[config.mk]
export PLATFORM = sky130hd
export DESIGN_NAME = uxa_ps2_rx_ctrl_flat
export DESIGN_NICKNAME = d
export VERILOG_FILES = /design/src/rtl/uxa_ps2_rx_ctrl_pkg.sv /design/src/rtl/uxa_ps2_rx_ctrl_if.sv /design/src/rtl/uxa_ps2_rx_fifo.sv /design/src/rtl/uxa_ps2_rx_ctrl.sv /design/src/flat_wrapper.sv
export SDC_FILE = /design/constraint.sdc
export NUM_CORES = 1
export LEC_CHECK = 0
export CAP_MARGIN = 40
export CORE_MARGIN = 5
export CORE_UTILIZATION = 45
export DETAILED_ROUTE_END_ITERATION = 16
export PLACE_DENSITY = 0.6
export SKIP_LAST_GASP = 1
export SLEW_MARGIN = 20
export SYNTH_ARGS = -nofsm -noshare
export SYNTH_HDL_FRONTEND = slang
export SYNTH_SLANG_ARGS = --single-unit
[constraint.sdc]
create_clock -name sys_clk_i -period 4.85 [get_ports sys_clk_i]
set_clock_uncertainty 0.15 [all_clocks]
set_input_delay 0.97 -clock sys_clk_i [delete_from_list [all_inputs] [get_ports sys_clk_i]]
set_output_delay 0.97 -clock sys_clk_i [all_outputs]
set_load 0.01 [all_outputs]
[src/rtl/uxa_ps2_rx_ctrl_pkg.sv]
// Shared types and constants for the UXA PS/2 receive sequencer.
package uxa_ps2_pkg;

    typedef enum logic [1:0] {
        ST_IDLE  = 2'd0,
        ST_RECV  = 2'd1,
        ST_CHECK = 2'd2,
        ST_CLEAR = 2'd3
    } state_t;

    localparam int FRAME_BITS      = 11;
    localparam int TIMEOUT_CYC_DEF = 100000;
    localparam int CHECK_DLY_DEF   = 3;
    localparam int FIFO_AW_DEF     = 3;

endpackage

[src/rtl/uxa_ps2_rx_ctrl_if.sv]
// Bundle between the PS/2 receive sequencer, its shift register and the CPU I/O side.
interface uxa_ps2_rx_ctrl_if;

    logic       ps2_c_i;
    logic [7:0] d_i;
    logic       frame_i;
    logic       shfreg_rst_o;
    logic       rd_i;
    logic [7:0] dat_o;
    logic       empty_o;
    logic       ovf_o;
    logic       ferr_o;
    logic       tmo_o;
    logic       clr_i;
    logic       ps2_c_oe_o;

    modport slave (
        input  ps2_c_i, d_i, frame_i, rd_i, clr_i,
        output shfreg_rst_o, dat_o, empty_o, ovf_o, ferr_o, tmo_o, ps2_c_oe_o
    );

    modport master (
        output ps2_c_i, d_i, frame_i, rd_i, clr_i,
        input  shfreg_rst_o, dat_o, empty_o, ovf_o, ferr_o, tmo_o, ps2_c_oe_o
    );

endinterface

[src/rtl/uxa_ps2_rx_fifo.sv]
// First-word-fall-through byte FIFO; a push when full is dropped unless a pop happens in the same cycle.
module uxa_ps2_rx_fifo #(
    parameter int FIFO_AW = 3
) (
    input  logic       clk,
    input  logic       rst,
    input  logic       push,
    input  logic [7:0] wdata,
    input  logic       pop,
    output logic [7:0] rdata,
    output logic       empty,
    output logic       full
);

    localparam int DEPTH = 1 << FIFO_AW;

    logic [7:0]         mem_r [DEPTH];
    logic [FIFO_AW-1:0] wptr_r;
    logic [FIFO_AW-1:0] rptr_r;
    logic [FIFO_AW:0]   cnt_r;
    logic               pop_ok_s;
    logic               push_ok_s;

    assign empty     = (cnt_r == {(FIFO_AW+1){1'b0}});
    assign full      = (cnt_r == (FIFO_AW+1)'(DEPTH));
    assign pop_ok_s  = pop && !empty;
    assign push_ok_s = push && (!full || pop_ok_s);
    assign rdata     = mem_r[rptr_r];

    // Storage, pointers and occupancy; memory is cleared so the head reads 0 out of reset.
    always_ff @(posedge clk or posedge rst) begin
        if (rst) begin
            for (int i = 0; i < DEPTH; i++) begin
                mem_r[i] <= 8'h00;
            end
            wptr_r <= {FIFO_AW{1'b0}};
            rptr_r <= {FIFO_AW{1'b0}};
            cnt_r  <= {(FIFO_AW+1){1'b0}};
        end else begin
            if (push_ok_s) begin
                mem_r[wptr_r] <= wdata;
                wptr_r        <= wptr_r + {{(FIFO_AW-1){1'b0}}, 1'b1};
            end
            if (pop_ok_s) begin
                rptr_r <= rptr_r + {{(FIFO_AW-1){1'b0}}, 1'b1};
            end
            case ({push_ok_s, pop_ok_s})
                2'b10:   cnt_r <= cnt_r + {{FIFO_AW{1'b0}}, 1'b1};
                2'b01:   cnt_r <= cnt_r - {{FIFO_AW{1'b0}}, 1'b1};
                default: cnt_r <= cnt_r;
            endcase
        end
    end

endmodule

[src/rtl/uxa_ps2_rx_ctrl.sv]
// PS/2 receive sequencer: frame tracking, capture, watchdog and byte FIFO.
// Optional clock inhibit while the FIFO is full: define UXA_PS2_INHIBIT_EN.
module uxa_ps2_rx_ctrl
    import uxa_ps2_pkg::*;
#(
    parameter int FIFO_AW     = FIFO_AW_DEF,
    parameter int TIMEOUT_CYC = TIMEOUT_CYC_DEF,
    parameter int CHECK_DLY   = CHECK_DLY_DEF,
    parameter int CNT_W       = 17
) (
    input  logic               sys_clk_i,
    input  logic               reset_i,
    uxa_ps2_rx_ctrl_if.slave   bus
);

    state_t           state_r;
    logic [3:0]       edge_cnt_r;
    logic [CNT_W-1:0] wdog_r;
    logic [7:0]       dly_r;
    logic             sync1_r;
    logic             sync2_r;
    logic             sync2_d_r;
    logic             rise_s;
    logic             shfreg_rst_r;
    logic             push_r;
    logic [7:0]       push_data_r;
    logic             ferr_r;
    logic             tmo_r;
    logic             ovf_r;
    logic             fifo_empty_s;
    logic             fifo_full_s;
    logic             drop_s;

    // Bring the asynchronous PS/2 clock into sys_clk and keep one delayed copy for edge detection.
    always_ff @(posedge sys_clk_i or posedge reset_i) begin
        if (reset_i) begin
            sync1_r   <= 1'b1;
            sync2_r   <= 1'b1;
            sync2_d_r <= 1'b1;
        end else begin
            sync1_r   <= bus.ps2_c_i;
            sync2_r   <= sync1_r;
            sync2_d_r <= sync2_r;
        end
    end

    assign rise_s = sync2_r & ~sync2_d_r;

    // Frame sequencer; the shift-register reset is high only during the single CLEAR cycle.
    always_ff @(posedge sys_clk_i or posedge reset_i) begin
        if (reset_i) begin
            state_r      <= ST_IDLE;
            edge_cnt_r   <= 4'd0;
            wdog_r       <= {CNT_W{1'b0}};
            dly_r        <= 8'd0;
            shfreg_rst_r <= 1'b1;
            push_r       <= 1'b0;
            push_data_r  <= 8'h00;
            ferr_r       <= 1'b0;
            tmo_r        <= 1'b0;
        end else begin
            shfreg_rst_r <= 1'b0;
            push_r       <= 1'b0;
            if (bus.clr_i) begin
                ferr_r <= 1'b0;
                tmo_r  <= 1'b0;
            end
            case (state_r)
                ST_IDLE: begin
                    if (rise_s) begin
                        edge_cnt_r <= 4'd1;
                        wdog_r     <= {CNT_W{1'b0}};
                        state_r    <= ST_RECV;
                    end
                end
                ST_RECV: begin
                    if (rise_s) begin
                        edge_cnt_r <= edge_cnt_r + 4'd1;
                        wdog_r     <= {CNT_W{1'b0}};
                        if (edge_cnt_r == 4'(FRAME_BITS - 1)) begin
                            dly_r   <= 8'(CHECK_DLY);
                            state_r <= ST_CHECK;
                        end
                    end else if (wdog_r == CNT_W'(TIMEOUT_CYC - 1)) begin
                        tmo_r        <= 1'b1;
                        shfreg_rst_r <= 1'b1;
                        state_r      <= ST_CLEAR;
                    end else begin
                        wdog_r <= wdog_r + {{(CNT_W-1){1'b0}}, 1'b1};
                    end
                end
                ST_CHECK: begin
                    if (dly_r == 8'd0) begin
                        if (bus.frame_i) begin
                            push_r      <= 1'b1;
                            push_data_r <= bus.d_i;
                        end else begin
                            ferr_r <= 1'b1;
                        end
                        shfreg_rst_r <= 1'b1;
                        state_r      <= ST_CLEAR;
                    end else begin
                        dly_r <= dly_r - 8'd1;
                    end
                end
                ST_CLEAR: begin
                    edge_cnt_r <= 4'd0;
                    wdog_r     <= {CNT_W{1'b0}};
                    state_r    <= ST_IDLE;
                end
                default: begin
                    state_r <= ST_IDLE;
                end
            endcase
        end
    end

    uxa_ps2_rx_fifo #(
        .FIFO_AW (FIFO_AW)
    ) u_fifo (
        .clk   (sys_clk_i),
        .rst   (reset_i),
        .push  (push_r),
        .wdata (push_data_r),
        .pop   (bus.rd_i),
        .rdata (bus.dat_o),
        .empty (fifo_empty_s),
        .full  (fifo_full_s)
    );

    // A full FIFO only loses the byte when no pop frees a slot in the same cycle.
    assign drop_s = push_r && fifo_full_s && !bus.rd_i;

    // Sticky overflow; a new drop beats a simultaneous clear.
    always_ff @(posedge sys_clk_i or posedge reset_i) begin
        if (reset_i) begin
            ovf_r <= 1'b0;
        end else if (drop_s) begin
            ovf_r <= 1'b1;
        end else if (bus.clr_i) begin
            ovf_r <= 1'b0;
        end else begin
            ovf_r <= ovf_r;
        end
    end

`ifdef UXA_PS2_INHIBIT_EN
    logic ps2_c_oe_r;

    // Hold the device off between frames while there is no room for another byte.
    always_ff @(posedge sys_clk_i or posedge reset_i) begin
        if (reset_i) begin
            ps2_c_oe_r <= 1'b0;
        end else begin
            ps2_c_oe_r <= fifo_full_s && (state_r == ST_IDLE);
        end
    end

    assign bus.ps2_c_oe_o = ps2_c_oe_r;
`else
    assign bus.ps2_c_oe_o = 1'b0;
`endif

    assign bus.shfreg_rst_o = shfreg_rst_r;
    assign bus.empty_o      = fifo_empty_s;
    assign bus.ovf_o        = ovf_r;
    assign bus.ferr_o       = ferr_r;
    assign bus.tmo_o        = tmo_r;

endmodule
[src/flat_wrapper.sv]
// flat-port wrapper written by rule: the top's interface ports become plain ports
module uxa_ps2_rx_ctrl_flat import uxa_ps2_pkg::*;
#(
    parameter int FIFO_AW     = FIFO_AW_DEF,
    parameter int TIMEOUT_CYC = TIMEOUT_CYC_DEF,
    parameter int CHECK_DLY   = CHECK_DLY_DEF,
    parameter int CNT_W       = 17
)
  (sys_clk_i, reset_i, bus_ps2_c_i, bus_d_i, bus_frame_i, bus_rd_i, bus_clr_i, bus_shfreg_rst_o, bus_dat_o, bus_empty_o, bus_ovf_o, bus_ferr_o, bus_tmo_o, bus_ps2_c_oe_o);
  uxa_ps2_rx_ctrl_if bus_i ();
  input  logic sys_clk_i;
  input  logic reset_i;
  input wire logic [$bits(bus_i.ps2_c_i)-1:0] bus_ps2_c_i;
  input wire logic [$bits(bus_i.d_i)-1:0] bus_d_i;
  input wire logic [$bits(bus_i.frame_i)-1:0] bus_frame_i;
  input wire logic [$bits(bus_i.rd_i)-1:0] bus_rd_i;
  input wire logic [$bits(bus_i.clr_i)-1:0] bus_clr_i;
  output wire logic [$bits(bus_i.shfreg_rst_o)-1:0] bus_shfreg_rst_o;
  output wire logic [$bits(bus_i.dat_o)-1:0] bus_dat_o;
  output wire logic [$bits(bus_i.empty_o)-1:0] bus_empty_o;
  output wire logic [$bits(bus_i.ovf_o)-1:0] bus_ovf_o;
  output wire logic [$bits(bus_i.ferr_o)-1:0] bus_ferr_o;
  output wire logic [$bits(bus_i.tmo_o)-1:0] bus_tmo_o;
  output wire logic [$bits(bus_i.ps2_c_oe_o)-1:0] bus_ps2_c_oe_o;
  assign bus_i.ps2_c_i = bus_ps2_c_i;
  assign bus_i.d_i = bus_d_i;
  assign bus_i.frame_i = bus_frame_i;
  assign bus_i.rd_i = bus_rd_i;
  assign bus_i.clr_i = bus_clr_i;
  assign bus_shfreg_rst_o = bus_i.shfreg_rst_o;
  assign bus_dat_o = bus_i.dat_o;
  assign bus_empty_o = bus_i.empty_o;
  assign bus_ovf_o = bus_i.ovf_o;
  assign bus_ferr_o = bus_i.ferr_o;
  assign bus_tmo_o = bus_i.tmo_o;
  assign bus_ps2_c_oe_o = bus_i.ps2_c_oe_o;
  uxa_ps2_rx_ctrl #(.FIFO_AW(FIFO_AW), .TIMEOUT_CYC(TIMEOUT_CYC), .CHECK_DLY(CHECK_DLY), .CNT_W(CNT_W)) u_core (.sys_clk_i(sys_clk_i), .reset_i(reset_i), .bus(bus_i));
endmodule
# After elaboration in Yosys (flattened, before gate mapping)
# Index checks and enable logic that the tools add are counted.
# totals
romBits	0
ram_bits	0
input_bits	14
wordCells	116
memories	0
latchBits	0
register_bits	121
output_inout_bits	14
# op_classes
reduce_logical	21
shift	0
bitwise_logic	4
eq_ne	16
multipliers	0
n_div	0
n_addsub	7
magnitude_cmp	3
n_mux	41
# ops
op	count
$bwmux 64	1
$mux 17	3
$pmux 17 s3	1
$mux 8	6
$bmux 8 s3	1
$demux 8 s3	1
$add 17x1->17 const B	1
$eq 17x17->1 const B	1
$mux 1	16
$pmux 8 s2	1
$pmux 4 s3	1
$mux 2	5
$reduce_and 3->1	3
$add 4x1->4 const B	2
$eq 4x4->1 const B	2
$ge 4x4->1 const B	2
$logic_not 8->1	1
$mux 4	2
$ne 2x1->1 const B	4
$not 3->4	2
$pmux 2 s4	1
$pmux 4 s2	1
$reduce_and 4->1	2
$sub 8x1->8 const B	1
other kinds (19)	31

# Longest topological paths before layout
# Gate-level depths: netlist of run 1.
# logic_depth
word_depth	7
ltp_mapped	11
depth_no_buf	11

# Hierarchy
# Synthesis of run 1 repeated with hierarchy kept, for this count alone.
# hier_totals
hier_cells	497
area_unflattened_um2	6103.4
# modules_own_cells
module	cells_each	area_each_um2	n_inst	seq_area_each_um2
uxa_ps2_rx_fifo	230	3621.0	1	1851.8
uxa_ps2_rx_ctrl	267	2482.4	1	1181.1

# Worst setup path before layout of run 1
# No wires, ideal clock.
# synth_path
kind	register to output
startpoint	reg u_core.u_fifo.rptr_r[0]
endpoint	out bus_dat_o[0]
n_path_buf	2
required_ns	3.730
t_arrival_ns	1.694
stages_incl_launch_ff	5
slack_ns	2.036
path_cell_list	dfrtp_1 buf_2 buf_2 mux4_2 mux2_2
# synth_via
elab_chain_cells	4
# synth_lines
item	line	rtl
from (decl)	uxa_ps2_rx_fifo.sv:19	logic [FIFO_AW-1:0] rptr_r;
from (signal assigned)	uxa_ps2_rx_fifo.sv:37	rptr_r <= {FIFO_AW{1'b0}};
from (signal assigned)	uxa_ps2_rx_fifo.sv:45	rptr_r <= rptr_r + {{(FIFO_AW-1){1'b0}}, 1'b1};
$not 3->4 (implied by the code)	uxa_ps2_rx_fifo.sv:28	assign rdata = mem_r[rptr_r];
$bmux 8 s3	uxa_ps2_rx_fifo.sv:28	
$mux 8 (implied by the code) (2 in a row)	uxa_ps2_rx_fifo.sv:28	
to (decl)	flat_wrapper.sv:19	output wire logic [$bits(bus_i.dat_o)-1:0] bus_dat_o;
# Every way passes these cells. The select of a mux whose other input is x is not followed.

# Final worst setup path of run 1
# layout_path
startpoint	reg u_core.u_fifo.rptr_r[0]
endpoint	out bus_dat_o[7]
# Same word-level chain as after synthesis.

==> impl_metrics.tcl, run 1 <==
set metrics [dict create \
    status "completed" \
    vdd_drop_max_uv 273 \
    clkSinkCount 121 \
    cts.reportedPaths.clkPinSlew_ns 0.05 \
    p_sw_mw 1.12 \
    root_buffer "clkbuf_16" \
    crit_required_ns 3.73 \
    worstPathCellList "buf_4 -> mux4_2 -> mux2_2 -> clkdlybuf4s50_1" \
    fin_crit_ns 3.72 \
    viasPerCell 5.43 \
    cts_resized 0 \
    yosysTopAreaCell "dfrtp_1" \
    finalMaxSlewViolations 0 \
    hold_viol_final 0 \
    hp-class "reg2reg" \
    die_area_um2 15600 \
    cts_made_buffers 17 \
    numPortBuffers 26 \
    wl_per_cell_um 17.0 \
    r2r-end "u_core.u_fifo.cnt_r[3]$_DFFE_PP0P_" \
    slew-limit-headroom 0.455 \
    die_w_um 125 \
    clk_latency_ns 0.42 \
    grt_pass1_wl_mm 19.9 \
    clock_path_buffers 2 \
    p_sw_frac 0.315 \
    ys_warn_count 0 \
    critPathMaxFanout 14 \
    clock_power_share 0.378 \
    grt_pass1_vias 3871 \
    synth_area_per_cell_um2 12.6 \
    ctsHtreeMaxLevel 4 \
    die_height_um 125 \
    synthTopCellsByArea "dfrtp_1 49%, mux2_2 14%, mux4_2 6.1%" \
    slowest_delay_ns 0.54 \
    leakage_nw 3.13 \
    worst_hold_slack_ns 0.205 \
    syn-instance-count 470 \
    powerDensity_nw_per_um2 507 \
    drive_above_1_share 0.301 \
    pwr-share-comb 0.221 \
    fin_setup_tns_ns 0 \
    min_from "u_core.sync1_r$_DFF_PP1_" \
    p_int_mw 2.44 \
    drcViolationCount 0 \
    grt_usage 0.162 \
    async_reset_ff_frac 1.00 \
    vias 3751 \
    drtIter0Drc 216 \
    antenna_found_initial 0 \
    netlist_area_um2 5940 \
    worstReg2RegStart "u_core.u_fifo.cnt_r[0]$_DFFE_PP0P_" \
    postCtsSetupBuffers 0 \
    worstSetupPathType "reg2out" \
    pin_count 28 \
    fmax_mhz 268 \
    reg2regPathDepth 10 \
    crit_start "u_core.u_fifo.rptr_r[0]$_DFFE_PP0P_" \
    synth_top_area_share 0.493 \
    diodes 0 \
    gp_congestion 0.794 \
    hold_depth 0 \
    worstPathArrival_ns 2.60 \
    rrSetupSlack_ns 1.95 \
    nNetsFinal 531 \
    cpMaxStageDelayCell "mux4_2" \
    rows 42 \
    postRouteAntennaNets 0 \
    overflow 0 \
    yosysSeqAreaShare 0.511 \
    critPathLaunchType "flip-flop" \
    syn_nets 499 \
    setup.worst_path.end_class "output port" \
    cts_tree "yes" \
    rsz0062_at_grt "no" \
    synth_cell_types 56 \
    routed_wirelength_mm 11.8 \
    worst-slew-pin-transition_ns 0.818 \
    first_pass_iters 4 \
    dp_hpwl_mm 7.56 \
    min_period_over_period 0.768 \
    ys_ff_latch 121 \
    setup_violations 0 \
    synth_edf_count 0 \
    hold_end "u_core.sync2_r$_DFF_PP1_" \
    grt_max_degree 65 \
    crit_buf_inv 2 \
    critPathTopFamily "multiplexers" \
    share_seq_of_total_power 0.401 \
    area_delta_synth_final_pct 18.3 \
    start_util 0.454 \
    cts_hold_buf 0 \
    max-cap-violations 0 \
    core_um2 13100 \
    synth_flop_cell "dfrtp_1" \
]
[metal layers]
metal / vias to the layer above / track usage / wire length (µm)
li1: 1795 / - / -
met1: 1883 / 0.209 / 5370
met2: 55 / 0.262 / 5790
met3: 18 / 0.0502 / 436
met4: 0 / 0.0536 / 155
met5: - / 0 / 0
[kinds of logic (layout without fill, tap and decap cells)]
kind of cell,count (synthesis),count (layout),share of synthesized area
AOI/OAI and AO/OA,71,71,0.0674
and+or+nand+nor,109,109,0.111
adders and majority gates,15,15,0.0329
xor gates and xnor gates,12,12,0.0177
other,1,1,0.000632
buffers and inverters,38,83,0.0295
DFF,121,121,0.511
muxes,103,103,0.230
[power by group through the flow]
| stage | Combinational (mW) | Clock (mW) | Sequential, mW |
|---|---|---|---|
| final | 0.786 | 1.35 | 1.43 |
| after global routing | 0.897 | 1.42 | 1.46 |
| after CTS | 0.794 | 1.37 | 1.43 |
| after detailed placement | 0.790 | 0 | 1.45 |
| after global placement | 0.755 | 0 | 1.44 |
| after floorplan | 0.713 | 0 | 1.30 |
[flip-flops by register name, summed over array words and instances (netlist names)]
name and count:
u_core.bus.ferr_o 1, u_core.bus.ovf_o 1, u_core.bus.shfreg_rst_o 1, u_core.bus.tmo_o 1, u_core.dly_r 8, u_core.edge_cnt_r 4, u_core.push_data_r 8, u_core.push_r 1
u_core.state_r 2, u_core.sync1_r 1, u_core.sync2_d_r 1, u_core.sync2_r 1, u_core.u_fifo.cnt_r 4, u_core.u_fifo.mem_r 64, u_core.u_fifo.rptr_r 3, u_core.u_fifo.wptr_r 3
u_core.wdog_r 17
[cells in the mapped netlist, drive strengths merged, types with 5 or more instances]
cell    count
inv        21
nand2      30
nor2       18
buf         9
o31ai       5
clkbuf      8
o22ai       5
mux2       84
nand4      10
mux4       16
dfrtp     117
a21oi      15
nand3      15
ha         14
o21ai      36
xnor2       7
xor2        5
nor3        6
[metrics by stage]
| stage | total power, mW | setup slack (ns) | cell area (µm²) | instances | util |
|---|---|---|---|---|---|
| 2_1_floorplan | 2.01 | 0.522 | 5940 | 470 | - |
| 3_3_place_gp | 2.19 | 1.52 | 6360 | 657 | 0.486 |
| 3_5_place_dp | 2.24 | 1.46 | 6370 | 658 | 0.487 |
| 4_1_cts | 3.60 | 1.08 | 7010 | 690 | 0.535 |
| 5_1_grt | 3.78 | 1.01 | 7030 | 691 | 0.537 |
| 6_report | 3.56 | 1.13 | 7030 | 691 | 0.537 |
[final cells by class]
type                       instances  area, µm²
fill                            1092       6060
sequential                       121       3030
multi-input combinational        311       2730
clock buffer                      20        467
timing repair buffer              30        315
tap                              176        220
clock inverter                    12        171
inverter                          21       88.8
[layout by cell type (no fill, tap or decap), types with 3 or more instances in the layout]
| master | Yosys | routed |
|---|---|---|
| dfrtp_1 | 117 | 117 |
| mux2_2 | 76 | 76 |
| o21ai_0 | 35 | 35 |
| nand2_1 | 29 | 29 |
| clkdlybuf4s50_1 | 0 | 26 |
| inv_1 | 20 | 19 |
| clkbuf_16 | 0 | 17 |
| mux4_2 | 16 | 16 |
| a21oi_1 | 15 | 15 |
| nand3_1 | 14 | 14 |
| nor2_1 | 14 | 14 |
| ha_1 | 14 | 14 |
| nand4_1 | 10 | 10 |
| mux2_4 | 8 | 8 |
| xnor2_1 | 7 | 7 |
| nor3_1 | 6 | 6 |
| o31ai_1 | 5 | 5 |
| o22ai_1 | 5 | 5 |
| xor2_1 | 5 | 5 |
| nor4_1 | 4 | 4 |
| bufinv_16 | 0 | 4 |
| clkinv_2 | 0 | 4 |
| dfstp_2 | 4 | 4 |
| nand2b_1 | 3 | 3 |
| a31oi_1 | 3 | 3 |
| mux2i_1 | 3 | 3 |
| clkbuf_8 | 0 | 3 |
| clkinvlp_4 | 0 | 3 |
[how the worst max path moves through the flow]
stage / to / cells past startpoint
after global routing: bus_dat_o[7] / 4
after floorplan: u_core.bus.ferr_o$_DFF_PP0_ / 1
after CTS: bus_dat_o[7] / 4
final: bus_dat_o[7] / 4
after global placement: u_core.u_fifo.cnt_r[3]$_DFFE_PP0P_ / 12
after detailed placement: u_core.u_fifo.cnt_r[3]$_DFFE_PP0P_ / 12
Power figures use the tool's default switching activity.
==> run 2: changes to the inputs <==
PLACE_DENSITY = 0.63   (was 0.6)
clock period = 3.4 ns   (was 4.85 ns; I/O delays follow)
==> impl_metrics.tcl, run 2 (same netlist as run 1, synthesis figures left out) <==
set metrics [dict create \
    status "completed" \
    worstPathArrival_ns 2.29 \
    grt_usage 0.164 \
    num-fill-cells 1061 \
    rsz0062_at_grt "no" \
    pin_count 28 \
    cts_hold_buf 0 \
    setup.worst_path.end_class "output port" \
    powerDensity_nw_per_um2 726 \
    cts.reportedPaths.clkPinSlew_ns 0.06 \
    postRouteAntennaNets 0 \
    routed_wirelength_mm 12.0 \
    grt_max_degree 42 \
    crit_required_ns 2.57 \
    first_pass_iters 4 \
    critPathMaxFanout 18 \
    die_area_um2 15600 \
    diodes 0 \
    hold_viol_final 0 \
    area_delta_synth_final_pct 19.5 \
    wl_per_cell_um 17.2 \
    drive_above_1_share 0.308 \
    nNetsFinal 536 \
    die_height_um 125 \
    leakage_nw 3.15 \
    numPortBuffers 26 \
    regMostFlops "u_core.u_fifo.mem_r" \
    ctsHtreeMaxLevel 4 \
    antenna_found_initial 0 \
    viasPerCell 5.49 \
    hp-class "reg2reg" \
    layout_common_cells "117 x dfrtp_1, 76 x mux2_2, 35 x o21ai_0, 29 x nand2_1, 26 x clkdlybuf4s50_1" \
    critPathLaunchType "flip-flop" \
    vias 3821 \
    grt_pass1_vias 3984 \
    worst_hold_slack_ns 0.205 \
    gp_congestion 0.870 \
    slew-limit-headroom 0.533 \
    root_buffer "clkbuf_16" \
    rows 42 \
    largest_reg_flops 64 \
    drcViolationCount 0 \
    cts_made_buffers 17 \
    fmax_mhz 320 \
    finalMaxSlewViolations 0 \
    overflow 0 \
    max-cap-violations 0 \
    core_um2 13100 \
    top_regs "u_core.u_fifo.mem_r: 64 flops, u_core.wdog_r: 17 flops" \
    min_period_over_period 0.918 \
    grt_pass1_wl_mm 20.3 \
    drtIter0Drc 244 \
    postCtsSetupBuffers 0 \
    fin_crit_ns 3.12 \
    start_util 0.454 \
    clk_latency_ns 0.41 \
    worst-slew-pin-transition_ns 0.700 \
    setup_violations 0 \
    layout_commonest_cell "dfrtp_1" \
    cts_tree "yes" \
    dp_hpwl_mm 7.73 \
    cts_resized 0 \
    clkSinkCount 121 \
    fin_setup_tns_ns 0 \
    die_w_um 125 \
    clock_path_buffers 2 \
    vdd_drop_max_uv 474 \
    worstSetupPathType "reg2out" \
]
==> run 2: cell count changes in the layout (fill, tap and decap cells not counted), sizes merged <==
cell      change
clkinv        -3
buf           +5
clkbuf        -1
inv           +2
clkinvlp      +2
==> run 2: critical path, stage by stage (launching register included) <==
cell and delay (ns):
dfrtp_1 0.37, buf_12 0.20, mux4_2 0.53, mux2_2 0.29, clkdlybuf4s50_1 0.48
==> run 2: worst paths after layout <==
kind / depth (start not counted) / end / slack, ns / from
setup / recovery: 4 / bus_dat_o[5] / 0.28 / u_core.u_fifo.rptr_r[0]$_DFFE_PP0P_
hold / removal: 0 / u_core.sync2_r$_DFF_PP1_ / 0.21 / u_core.sync1_r$_DFF_PP1_
setup reg to reg: 10 / u_core.u_fifo.cnt_r[3]$_DFFE_PP0P_ / 0.58 / u_core.u_fifo.cnt_r[0]$_DFFE_PP0P_
hold reg to reg: 0 / u_core.sync2_r$_DFF_PP1_ / 0.21 / u_core.sync1_r$_DFF_PP1_
max in group asynchronous: 3 / u_core.wdog_r[14]$_DFFE_PP0P_ / 1.90 / reset_i
min in group asynchronous: 2 / u_core.u_fifo.mem_r[14]$_DFFE_PP0P_ / 0.54 / reset_i
==> run 2: final cells by class <==
cell class                      instances  area (µm²)  area share
Clock inverter                         13         190      0.0268
Tap cell                              176         220      0.0310
Multi-Input combinational cell        311        2730       0.385
Timing Repair Buffer                   35         378      0.0533
Inverter                               21        90.1      0.0127
Clock buffer                           19         453      0.0638
Sequential cell                       121        3030       0.428
==> run 2: per-layer routing <==
metal / wire, µm / vias to the layer above / global-route usage
met2: 6000 / 70 / 0.275
met4: 212 / 0 / 0.0619
met3: 405 / 20 / 0.0442
met1: 5350 / 1923 / 0.205
li1: - / 1808 / -
met5: 0 / - / 0
==> run 2: stage by stage <==
step                area (µm²)  std cells   util  setup slack, ns  total power, mW
finish                    7090        696  0.542            0.278             5.15
global route              7090        696  0.542            0.198             5.44
detailed placement        6450        664  0.493            0.297             3.24
CTS                       7090        696  0.542            0.246             5.20
global placement          6450        664  0.493            0.349             3.18
floorplan                 5940        470      -            0.767             2.87
==> run 2: report_power, final <==
part | switching (mW) | internal (mW) | total (mW) | leakage (nW)
combinational | 0.629 | 0.580 | 1.21 | 1.22
sequential | 0.347 | 1.66 | 2.01 | 1.63
clock | 0.664 | 1.27 | 1.93 | 0.303
total | 1.64 | 3.51 | 5.15 | 3.15
==> run 3: changes to the inputs <==
SYNTH_HIERARCHICAL = 1   (was unset)
==> impl_metrics.tcl, run 3 <==
set metrics [dict create \
    pin_count 28 \
    die_height_um 126 \
    dp_hpwl_mm 8.69 \
    postRouteAntennaNets 0 \
    drive_above_1_share 0.289 \
    synth_top_cells_by_count "117 x dfrtp_1, 74 x mux2_2, 49 x nand2_1" \
    gp_congestion 0.857 \
    multi_input_area_um2 2890 \
    finalMaxSlewViolations 0 \
    setup.worst_path.end_class "output port" \
    ctsHtreeMaxLevel 4 \
    viasPerCell 5.67 \
    start_util 0.459 \
    p_sw_frac 0.340 \
    root_buffer "clkbuf_16" \
    drcViolationCount 0 \
    cts_hold_buf 0 \
    fmax_mhz 311 \
    clkSinkCount 121 \
    cts_tree "yes" \
    die_w_um 126 \
    postCtsSetupBuffers 0 \
    drtIter0Drc 163 \
    cts_made_buffers 17 \
    layout_commonest_cell "dfrtp_1" \
    clock_power_share 0.366 \
    antenna_found_initial 0 \
    rsz0062_at_grt "no" \
    netlist_area_um2 6100 \
    final-instance-count-excl-fill 720 \
    die_area_um2 16000 \
    cts_resized 0 \
    p_int_mw 3.33 \
    yosysSeqAreaShare 0.497 \
    area_delta_synth_final_pct 17.7 \
    wl_per_cell_um 17.9 \
    largest_reg_flops 64 \
    status "completed" \
    place_inst 688 \
    worstSetupPathType "reg2out" \
    nNetsFinal 560 \
    critPathMaxFanout 18 \
    slew-limit-headroom 0.393 \
    ys_warn_count 6 \
    synth_edf_count 0 \
    rows 42 \
    syn_nets 526 \
    clock_path_buffers 2 \
    synth_cell_types 66 \
    hp-class "reg2reg" \
    setup_violations 0 \
    regMostFlops "u_core/u_fifo/mem_r" \
    regArea_um2 3030 \
    place_area_um2 6560 \
    cts.reportedPaths.clkPinSlew_ns 0.06 \
    grt_pass1_vias 4306 \
    grt_max_degree 48 \
    numPortBuffers 26 \
    ys_ff_latch 121 \
    synthTopCellsByArea "dfrtp_1 48%, mux2_2 14%, mux4_2 5.9%" \
    clk_latency_ns 0.41 \
    min_period_over_period 0.947 \
    grt_usage 0.173 \
    grt_pass1_wl_mm 22.1 \
    synth_area_per_cell_um2 12.3 \
    routed_wirelength_mm 12.9 \
    leakage_nw 3.28 \
    worst-slew-pin-transition_ns 0.904 \
    num-fill-cells 1115 \
    first_pass_iters 4 \
    synth_flop_cell "dfrtp_1" \
    fin_crit_ns 3.22 \
    overflow 0 \
    vdd_drop_max_uv 421 \
    p_sw_mw 1.72 \
    diodes 0 \
    yosysTopAreaCell "dfrtp_1" \
    vias 4081 \
    max-cap-violations 0 \
    hold_viol_final 0 \
    syn-instance-count 497 \
    share_seq_of_total_power 0.383 \
    layout_common_cells "117 x dfrtp_1, 74 x mux2_2, 49 x nand2_1, 30 x o21ai_0, 26 x clkdlybuf4s50_1" \
    worst_hold_slack_ns 0.209 \
    top_regs "u_core/u_fifo/mem_r: 64 flops, u_core/wdog_r: 17 flops" \
    worstPathArrival_ns 2.39 \
    fin_setup_tns_ns 0 \
    power_mw 5.05 \
    pwr-share-comb 0.251 \
    post-synth-top-count-cell "dfrtp_1" \
    core_um2 13300 \
    fin_area_um2 7180 \
    powerDensity_nw_per_um2 704 \
    async_reset_ff_frac 1.00 \
    synth_top_area_share 0.480 \
    critPathLaunchType "flip-flop" \
    crit_required_ns 2.57 \
]
==> run 3: changes by cell type in the layout (fill, tap and decap cells not counted), moves of 3 or more <==
| cell | delta |
|---|---|
| nand2_1 | +20 |
| mux2_4 | -8 |
| nor2_1 | +7 |
| o21ai_0 | -5 |
| nor3b_1 | +4 |
| a21oi_1 | -3 |
| and4_1 | +3 |
| buf_12 | -3 |
| buf_4 | +3 |
| o2111ai_4 | +3 |
| o211ai_4 | +3 |
| o22ai_1 | -3 |
==> run 3: logic make-up after synthesis <==
logic type	synth area share
simple gates	0.119
flops	0.497
mux	0.199
compound gates	0.108
buf+inv	0.0301
fa+ha+maj	0.0320
xor+xnor	0.0143
other cells	0.000614
==> run 3: final cells by class <==
class / count / area share
inverters: 22 / 0.0115
clock inverters: 15 / 0.0268
well taps: 176 / 0.0307
multi-input cells: 334 / 0.402
flip-flops and latches: 121 / 0.422
clock buffers: 17 / 0.0592
repair buffers: 35 / 0.0474
==> run 3: final timing paths <==
check | endpoint | start | slack (ns) | depth (start not counted)
max | bus_dat_o[5] | u_core/u_fifo/rptr_r[0]$_DFFE_PP0P_ | 0.18 | 4
min | u_core/sync2_r$_DFF_PP1_ | u_core/sync1_r$_DFF_PP1_ | 0.21 | 0
min in group asynchronous | u_core/wdog_r[16]$_DFFE_PP0P_ | reset_i | 0.51 | 2
max reg2reg | u_core/u_fifo/cnt_r[3]$_DFFE_PP0P_ | u_core/u_fifo/cnt_r[0]$_DFFE_PP0P_ | 0.32 | 7
min reg2reg | u_core/sync2_r$_DFF_PP1_ | u_core/sync1_r$_DFF_PP1_ | 0.21 | 0
max in group asynchronous | u_core/u_fifo/mem_r[58]$_DFFE_PP0P_ | reset_i | 1.86 | 3
==> run 3: metrics by stage <==
step / worst slack (ns) / utilization
after floorplan: 0.375 / -
after global placement: 0.238 / 0.494
after detailed placement: 0.138 / 0.494
after CTS: 0.139 / 0.540
after global routing: 0.0798 / 0.540
final: 0.181 / 0.540
==> run 3: worst max-delay path: stages (launching register included) <==
cell	delay, ns
dfrtp_1	0.32
buf_4	0.32
mux4_2	0.56
mux2_2	0.29
clkdlybuf4s50_1	0.48
==> run 3: per-layer routing <==
| metal | up-vias | GRT usage | routed length [µm] |
|---|---|---|---|
| li1 | 1902 | - | - |
| met1 | 2096 | 0.219 | 5730 |
| met2 | 73 | 0.287 | 6630 |
| met3 | 10 | 0.0408 | 476 |
| met4 | 0 | 0.0656 | 74 |
| met5 | - | 0 | 0 |
==> run 3: power by group through the flow <==
| stage | Clock, mW | Combinational [mW] | Sequential, mW |
|---|---|---|---|
| after floorplan | 0 | 1.04 | 1.83 |
| after global placement | 0 | 1.23 | 1.94 |
| after detailed placement | 0 | 1.27 | 1.96 |
| after CTS | 1.90 | 1.28 | 1.94 |
| after global routing | 1.97 | 1.43 | 1.97 |
| final | 1.85 | 1.27 | 1.93 |
